[config.mk]
export PLATFORM = sky130hd
export DESIGN_NAME = fwd_hazard_ctrl
export DESIGN_NICKNAME = d
export VERILOG_FILES = /design/src/rtl/fwd_hazard_ctrl_pkg.sv /design/src/rtl/fwd_sel_resolve.sv /design/src/rtl/fwd_hazard_ctrl.sv
export SDC_FILE = /design/constraint.sdc
export NUM_CORES = 1
export LEC_CHECK = 0
export ABC_AREA = 1
export CORE_ASPECT_RATIO = 1.25
export CORE_MARGIN = 4
export CORE_UTILIZATION = 40
export DETAILED_ROUTE_END_ITERATION = 8
export PLACE_DENSITY_LB_ADDON = 0.3
export REMOVE_ABC_BUFFERS = 1
export SYNTH_ARGS = -nofsm -noshare
export SYNTH_HDL_FRONTEND = slang
export SYNTH_SLANG_ARGS = --single-unit
[constraint.sdc]
create_clock -name clk -period 1.92 [get_ports clk]
set_clock_uncertainty 0.2 [all_clocks]
set_input_delay 0.288 -clock clk [delete_from_list [all_inputs] [get_ports clk]]
set_output_delay 0.288 -clock clk [all_outputs]
set_load 0.05 [all_outputs]
[src/rtl/fwd_hazard_ctrl_pkg.sv]
// Shared definitions for the EX-stage forwarding/hazard control slice:
// select encodings for the Mux_3_1 operand muxes and the default index width.
package fwd_hazard_ctrl_pkg;

    localparam int REG_W = 5;

    typedef enum logic [1:0] {
        FWD_RF    = 2'b00,
        FWD_EXMEM = 2'b01,
        FWD_MEMWB = 2'b10
    } fwd_sel_t;

endpackage

[src/rtl/fwd_sel_resolve.sv]
// Per-operand forwarding select: compares one source index against the EX
// and MEM producers; the younger (EX) producer wins.
module fwd_sel_resolve
    import fwd_hazard_ctrl_pkg::*;
#(
    parameter int REG_W = fwd_hazard_ctrl_pkg::REG_W
) (
    input  logic [REG_W-1:0] src,
    input  logic             src_used,
    input  logic             ex_valid,
    input  logic             ex_we,
    input  logic [REG_W-1:0] ex_rt,
    input  logic             mem_valid,
    input  logic             mem_we,
    input  logic [REG_W-1:0] mem_rt,
    output fwd_sel_t         sel
);

    always_comb begin
        // NOTE: default first so every path assigns sel and no latch is inferred.
        sel = FWD_RF;
        if (src_used && ex_valid && ex_we && (ex_rt == src)) begin
            sel = FWD_EXMEM;
        end else if (src_used && mem_valid && mem_we && (mem_rt == src)) begin
            sel = FWD_MEMWB;
        end
    end

endmodule

[src/rtl/fwd_hazard_ctrl.sv]
// Tracks EX/MEM destination registers, registers the EX operand-mux selects
// and raises a load-use stall with a free-running stall-cycle counter.
module fwd_hazard_ctrl
    import fwd_hazard_ctrl_pkg::*;
#(
    parameter int REG_W = fwd_hazard_ctrl_pkg::REG_W,
    parameter int CNT_W = 32
) (
    input  logic             clk,
    input  logic             reset,
    input  logic             id_valid,
    input  logic [REG_W-1:0] id_ra,
    input  logic             id_ra_used,
    input  logic [REG_W-1:0] id_rb,
    input  logic             id_rb_used,
    input  logic [REG_W-1:0] id_rt,
    input  logic             id_reg_write,
    input  logic             id_mem_read,
    input  logic             flush,
    output logic             stall,
    output logic [1:0]       fwd_sel_a,
    output logic [1:0]       fwd_sel_b,
    output logic [CNT_W-1:0] stall_count
);

    logic             ex_valid;
    logic [REG_W-1:0] ex_rt;
    logic             ex_we;
    logic             ex_ld;
    logic             mem_valid;
    logic [REG_W-1:0] mem_rt;
    logic             mem_we;

    fwd_sel_t sel_a_nxt;
    fwd_sel_t sel_b_nxt;
    logic     load_use;

    fwd_sel_resolve #(.REG_W(REG_W)) u_sel_a (
        .src       (id_ra),
        .src_used  (id_ra_used),
        .ex_valid  (ex_valid),
        .ex_we     (ex_we),
        .ex_rt     (ex_rt),
        .mem_valid (mem_valid),
        .mem_we    (mem_we),
        .mem_rt    (mem_rt),
        .sel       (sel_a_nxt)
    );

    fwd_sel_resolve #(.REG_W(REG_W)) u_sel_b (
        .src       (id_rb),
        .src_used  (id_rb_used),
        .ex_valid  (ex_valid),
        .ex_we     (ex_we),
        .ex_rt     (ex_rt),
        .mem_valid (mem_valid),
        .mem_we    (mem_we),
        .mem_rt    (mem_rt),
        .sel       (sel_b_nxt)
    );

    // A load result is not available until MEM, so a dependent in ID must wait one cycle.
    assign load_use = (id_ra_used && (id_ra == ex_rt)) || (id_rb_used && (id_rb == ex_rt));
    assign stall    = id_valid && ex_valid && ex_we && ex_ld && load_use && !flush;

    always_ff @(posedge clk) begin
        // NOTE: non-blocking assignments so every register samples pre-edge values.
        if (reset) begin
            ex_valid    <= 1'b0;
            ex_rt       <= '0;
            ex_we       <= 1'b0;
            ex_ld       <= 1'b0;
            mem_valid   <= 1'b0;
            mem_rt      <= '0;
            mem_we      <= 1'b0;
            fwd_sel_a   <= FWD_RF;
            fwd_sel_b   <= FWD_RF;
            stall_count <= '0;
        end else begin
            // The older instruction always advances, even on flush or stall.
            mem_valid <= ex_valid;
            mem_rt    <= ex_rt;
            mem_we    <= ex_we;
            if (flush || stall) begin
                ex_valid  <= 1'b0;
                fwd_sel_a <= FWD_RF;
                fwd_sel_b <= FWD_RF;
                if (stall) begin
                    stall_count <= stall_count + CNT_W'(1);
                end
            end else begin
                ex_valid  <= id_valid;
                ex_rt     <= id_rt;
                ex_we     <= id_reg_write;
                ex_ld     <= id_mem_read;
                fwd_sel_a <= sel_a_nxt;
                fwd_sel_b <= sel_b_nxt;
            end
        end
    end

endmodule

# After elaboration in Yosys (flattened, before gate mapping)
# Cells that the tools add are included.
totals:
  register_bits: 51
  in_bits: 23
  output_inout_bits: 37
  word_cells: 49
op_classes:
  addsub: 1
  n_eq_ne: 6
  n_mux: 4
  reduce_logical: 26
ops:
  columns: ["cell", "n"]
  rows:
  - ["$add A32 B1 Y32 const B", 1]
  - ["$eq A5 B5 Y1", 6]
  - ["$logic_and A1 B1 Y1", 19]
  - ["$reduce_or A3 Y1", 2]
  - ["$mux W2", 2]
  - ["$logic_or A1 B1 Y1", 2]
  - ["$mux W1", 2]
  - ["$reduce_and A2 Y1", 1]
  - ["$reduce_or A2 Y1", 1]
  - ["$logic_not A1 Y1", 1]

# Depth between registers and ports, before layout
depth:
  word_depth: 7
  depth_mapped: 13
  depth_no_buf: 12

# Modules after synthesis
# A second synthesis with hierarchy kept.
unflattened:
  cells_unflattened: 604
  area_unflattened_um2: 3454.6
by_module_without_submodules:
  columns: ["module", "n_inst", "cells_each", "area_each_um2", "seq_area_each_um2"]
  rows:
  - ["fwd_hazard_ctrl", 1, 496, 2989.1, 1021.0]
  - ["fwd_sel_resolve", 2, 54, 232.7, 0.0]

# Worst setup path before layout
# Ideal clock, no wire load.
synth_path:
  path_kind: "register -> register"
  from: "register stall_count[0]"
  to: "register stall_count[20]"
  setup_ns: 0.117
  t_arrival_ns: 1.739
  required_ns: 1.603
  slack_ns: -0.136
  stages_incl_launch_ff: 9
  synth_period_minus_slack_ns: 2.056
  cell_sequence: "dfxtp_1 > ha_1 > nand3_1 > inv_1 > nand4_1 > nor3_1 > nand3_1 > nand2_1 > nor2_1"
synth_between:
  elab_chain_cells: 1
synth_rtl:
  columns: ["item", "line_no", "rtl"]
  rows:
  - ["start, declared", "fwd_hazard_ctrl.sv:23", "output logic [CNT_W-1:0] stall_count"]
  - ["start signal, assigned", "fwd_hazard_ctrl.sv:89", "stall_count <= stall_count + CNT_W'(1);"]
  - ["$add A32 B1 Y32", "fwd_hazard_ctrl.sv:89", null]
# Every way passes these cells.
# A chain may end at the register's enable or synchronous reset.

# Worst setup path after layout
layout_path:
  from: "input id_valid"
  to: "output stall"
layout_between:
  elab_chain_cells: 5
layout_rtl:
  columns: ["item", "line_no", "rtl"]
  rows:
  - ["start, declared", "fwd_hazard_ctrl.sv:11", "input logic id_valid,"]
  - ["$logic_and A1 B1 Y1 (5 in a row)", "fwd_hazard_ctrl.sv:64", "assign stall = id_valid && ex_valid && ex_we && ex_ld && load_use && !flush;"]
  - ["end, declared", "fwd_hazard_ctrl.sv:20", "output logic stall,"]
# Every way passes these cells.

==> results.rst <==
.. list-table::
   :header-rows: 1

   * - Metric
     - Value
   * - Sw Ratio
     - approximately 27%
   * - CP required
     - about 1400 ps
   * - Y dimension of the die
     - 107 um
   * - DRC marker count from the first detailed-route iteration
     - around 140
   * - Post-synthesis cell count
     - 530
   * - Number of global-route vias before repair
     - 3275
   * - Most numerous cell in the Yosys netlist
     - nand2_1
   * - Number of nets in the finished design
     - around 650
   * - Area of the core region
     - between 0.007 and 0.008 mm2
   * - Distinct cell type count of the synthesized netlist
     - 34
   * - Outcome
     - finished, violations left
   * - First-pass GRT wire length
     - roughly 14000 um
   * - Starting Density
     - between 40% and 50%
   * - Total I/O pin count
     - 60
   * - Global placement routability congestion
     - between 0.9 and 1
   * - Buffer cell driving the clock tree root
     - clkbuf_8
   * - Arr. time, crit path
     - around 1400 ps
   * - Final worst slack
     - -3.19 ps
   * - Share of synthesized area occupied by flip-flops and latches
     - between 30 and 40%
   * - Number of synthesized register bits
     - between 50 and 60
   * - Synthesized area per cell
     - 5.96 um2
   * - Final cell count without fillers
     - approximately 720
   * - Worst-Margin Slew
     - roughly 370 ps
   * - Class of the tightest hold or removal check
     - reg2reg
   * - Leakage power of the design
     - ~1.9 nW
   * - Pwr Density
     - between 400 and 500 mW/mm2
   * - Fraction of the mapped netlist area in compound gates
     - under 10%
   * - Via total after detailed routing
     - about 3.5k
   * - Share of power burned in combinational logic
     - between 10% and 20%
   * - Final Hold Viols
     - 0
   * - Shortest period the worst path allows
     - slightly below 2000 ps
   * - Switching power
     - 0.000531 W
   * - Synthesized-area fraction occupied by and/or/nand/nor cells
     - between 40% and 50%
   * - Synth top cells by count
     - nand2_1, nor2_1, inv_1
   * - Final cell area excluding filler cells
     - around 0.0042 mm2
   * - Post-detailed-route count of antenna-violating nets
     - 0
   * - Dominant delay contributor by cell family on the critical path
     - buffers and inverters
   * - Dominant combinational cell family by area after synthesis
     - simple AND/OR/NAND/NOR gates
   * - TritonCTS Sinks
     - slightly above 50
   * - Insertion delay of the later-clocked pin in the worst-skew pair
     - 310 ps
   * - Count of buffer and inverter cells on the critical path
     - 5
   * - Mux cell area share after synthesis
     - 0%
   * - Maximum clock frequency
     - 0.520 GHz
   * - Horizontal die dimension
     - about 90 um
   * - Pins over their slew limit
     - 0
   * - Clock Pin Slew Worst Setup and Hold Paths
     - 100 ps
   * - Post-route core utilization
     - ~54%
   * - Violated checks
     - negative setup slack
   * - Detailed Routing Iterations Pass 1
     - 4
   * - Total of fill cells in the finished design
     - 805
   * - Xor and xnor fraction of the mapped netlist area
     - 2.22%
   * - Number of buffers created by CTS
     - 5
   * - Global router's overall resource usage
     - about a fifth
   * - CP Cell Sequence
     - clkdlybuf4s50_1, inv_1, nor3_2, buf_4, nand3_4, clkinv_4, buf_12
   * - Placed Instance Area
     - around 0.0040 mm2
   * - Proportion of layout cells with a drive suffix above 1
     - 20.7%
   * - Placed wire-length estimate
     - between 7000 and 8000 um
   * - Share of the clock period used by the worst path after layout
     - 100%
   * - Number of vias per cell after detailed routing
     - 4.93
   * - Worst setup path class
     - in2out
   * - Count of input and output buffers
     - 59
   * - Grt ovf
     - 0
   * - Relative slew slack
     - about 75%
   * - Final hold slack
     - about 230 ps
   * - Area fraction of the dominant cell type after synthesis
     - roughly a third
   * - Leading cell types by total area after synthesis
     - dfxtp_1, nand2_1, nor2_1, inv_1, nand3_1
   * - Final setup vio count
     - 1
   * - Cell Area, Synth
     - roughly 0.0032 mm2
   * - Maximum number of buffers from clock root to sink
     - 2
   * - Total Die Area
     - approximately 0.0094 mm2
   * - Post-route DRC
     - 0
   * - RSZ-0062 raised after global routing
     - true
   * - Ant diodes
     - 0
   * - Share of flip-flops with an asynchronous set or reset
     - 0%
   * - Maximum cell stage delay along the critical path
     - 460 ps
   * - Wire length per cell after detailed routing
     - approximately 13 um
   * - Number of maximum-capacitance constraint violations
     - 0
   * - Initial antenna violation count
     - 0
   * - Total detailed-routing wirelength
     - roughly 9000 um
   * - Area share of fa/ha/maj cells after synthesis
     - less than 1%
   * - Crit start category
     - input pin
   * - Worst vdd ir
     - 0.000363 V
   * - CTS H-Tree Depth
     - 2
   * - Cell type with the largest total area after synthesis
     - dfxtp_1
   * - Clock power frac
     - between 30% and 40%
   * - Warnings, synthesis
     - 0
   * - TritonCTS clock tree
     - built
   * - Flop pwr share
     - between 50% and 60%
   * - Internal power
     - 0.00144 W
   * - Main flop type after synthesis
     - dfxtp_1
   * - Number of enable flip-flop cells after synthesis
     - 0
   * - Critical Path Slowest Stage Cell
     - clkdlybuf4s50_1
   * - P&R area growth vs syn
     - 32.4%
   * - Largest net degree at the start of global routing
     - 31
   * - Number of cells in the design after placement
     - just over 700
   * - Setup crit end kind
     - primary output
   * - Maximum fanout along the worst path
     - 3
   * - Placement row count
     - 36
==> power by group through the flow <==
stage | Clock [W] | Combinational, W | Sequential [W]
2_1_floorplan | 0 | 0.000113 | 0.00111
6_report | 0.000636 | 0.000235 | 0.00110
3_5_place_dp | 0 | 0.000230 | 0.00112
3_3_place_gp | 0 | 0.000229 | 0.00112
5_1_grt | 0.000694 | 0.000261 | 0.00110
4_1_cts | 0.000647 | 0.000235 | 0.00110
==> cell usage in the layout, fill, tap and decap left out, types with 11 or more instances in the layout <==
cell,netlist,routed
clkdlybuf4s50_1,0,11
nand2_1,197,195
dfxtp_1,51,46
nand3b_1,11,11
nor2_1,78,74
inv_1,70,67
a21oi_1,20,20
dlygate4sd2_1,0,11
nand3_1,30,29
buf_4,5,73
==> sequential cells by signal, summed over array words and instances (netlist names) <==
| name | cells |
|---|---|
| fwd_sel_a | 2 |
| ex_ld | 1 |
| mem_rt | 5 |
| ex_rt | 5 |
| ex_valid | 1 |
| mem_valid | 1 |
| ex_we | 1 |
| fwd_sel_b | 2 |
| mem_we | 1 |
| stall_count | 32 |
==> path summary, 6_finish.rpt <==
path                                        end      startpoint  slack, ps  cells past startpoint
worst min register to register        mem_valid        ex_valid        230                      2
worst max-delay path                      stall        id_valid         -3                      7
worst max register to register  stall_count[20]  stall_count[0]        100                      8
worst min-delay path                  mem_valid        ex_valid        230                      2
==> worst min-delay path: stages, from the launching register on <==
cell and delay (ps):
dfxtp_1 320, inv_1 50, nor2_1 30
==> per-layer routing <==
metal | track usage, % | vias to the layer above | part of all wire, %
met3 | 2.37 | 20 | 4.2
met2 | 37.2 | 95 | 52
met1 | 20.7 | 1614 | 41
met4 | 7.13 | 0 | 2.6
met5 | 0 | - | 0
li1 | - | 1813 | -
==> layout make-up <==
class | count | area (um2) | area share [%]
inverter | 77 | 294 | 7.03
tap | 95 | 119 | 2.84
sequential | 51 | 1030 | 24.6
multi-input combinational | 389 | 1820 | 43.4
clock buffer | 5 | 68.8 | 1.64
clock inverter | 3 | 20.0 | 0.478
timing repair buffer | 99 | 840 | 20.1
==> logic make-up (layout without fill, tap and decap cells) <==
kind of cell	Yosys count	after routing
and+or+nand+nor	353	353
adders and majority gates	1	1
xor gates and xnor gates	8	8
buffers and inverters	90	184
DFF	51	51
AOI/OAI and AO/OA	27	27
==> repair_timing <==
action,in CTS,in global routing
gates cloned,0,1
pin swaps,10,7
gates resized for setup,26,7
setup endpoints to repair,1,14
hold buffers,0,0
buffers inserted,4,1
==> through the flow <==
step                total power, W  worst slack, ps  setup TNS [ps]
floorplan                  0.00123             -294           -6360
global placement           0.00135             -249           -8980
detailed placement         0.00135             -285          -10710
CTS                        0.00198            -26.2           -26.2
global route               0.00206            -72.4           -72.4
finish                     0.00197            -3.19           -3.19
No activity file was read; power rests on OpenSTA's default activity.
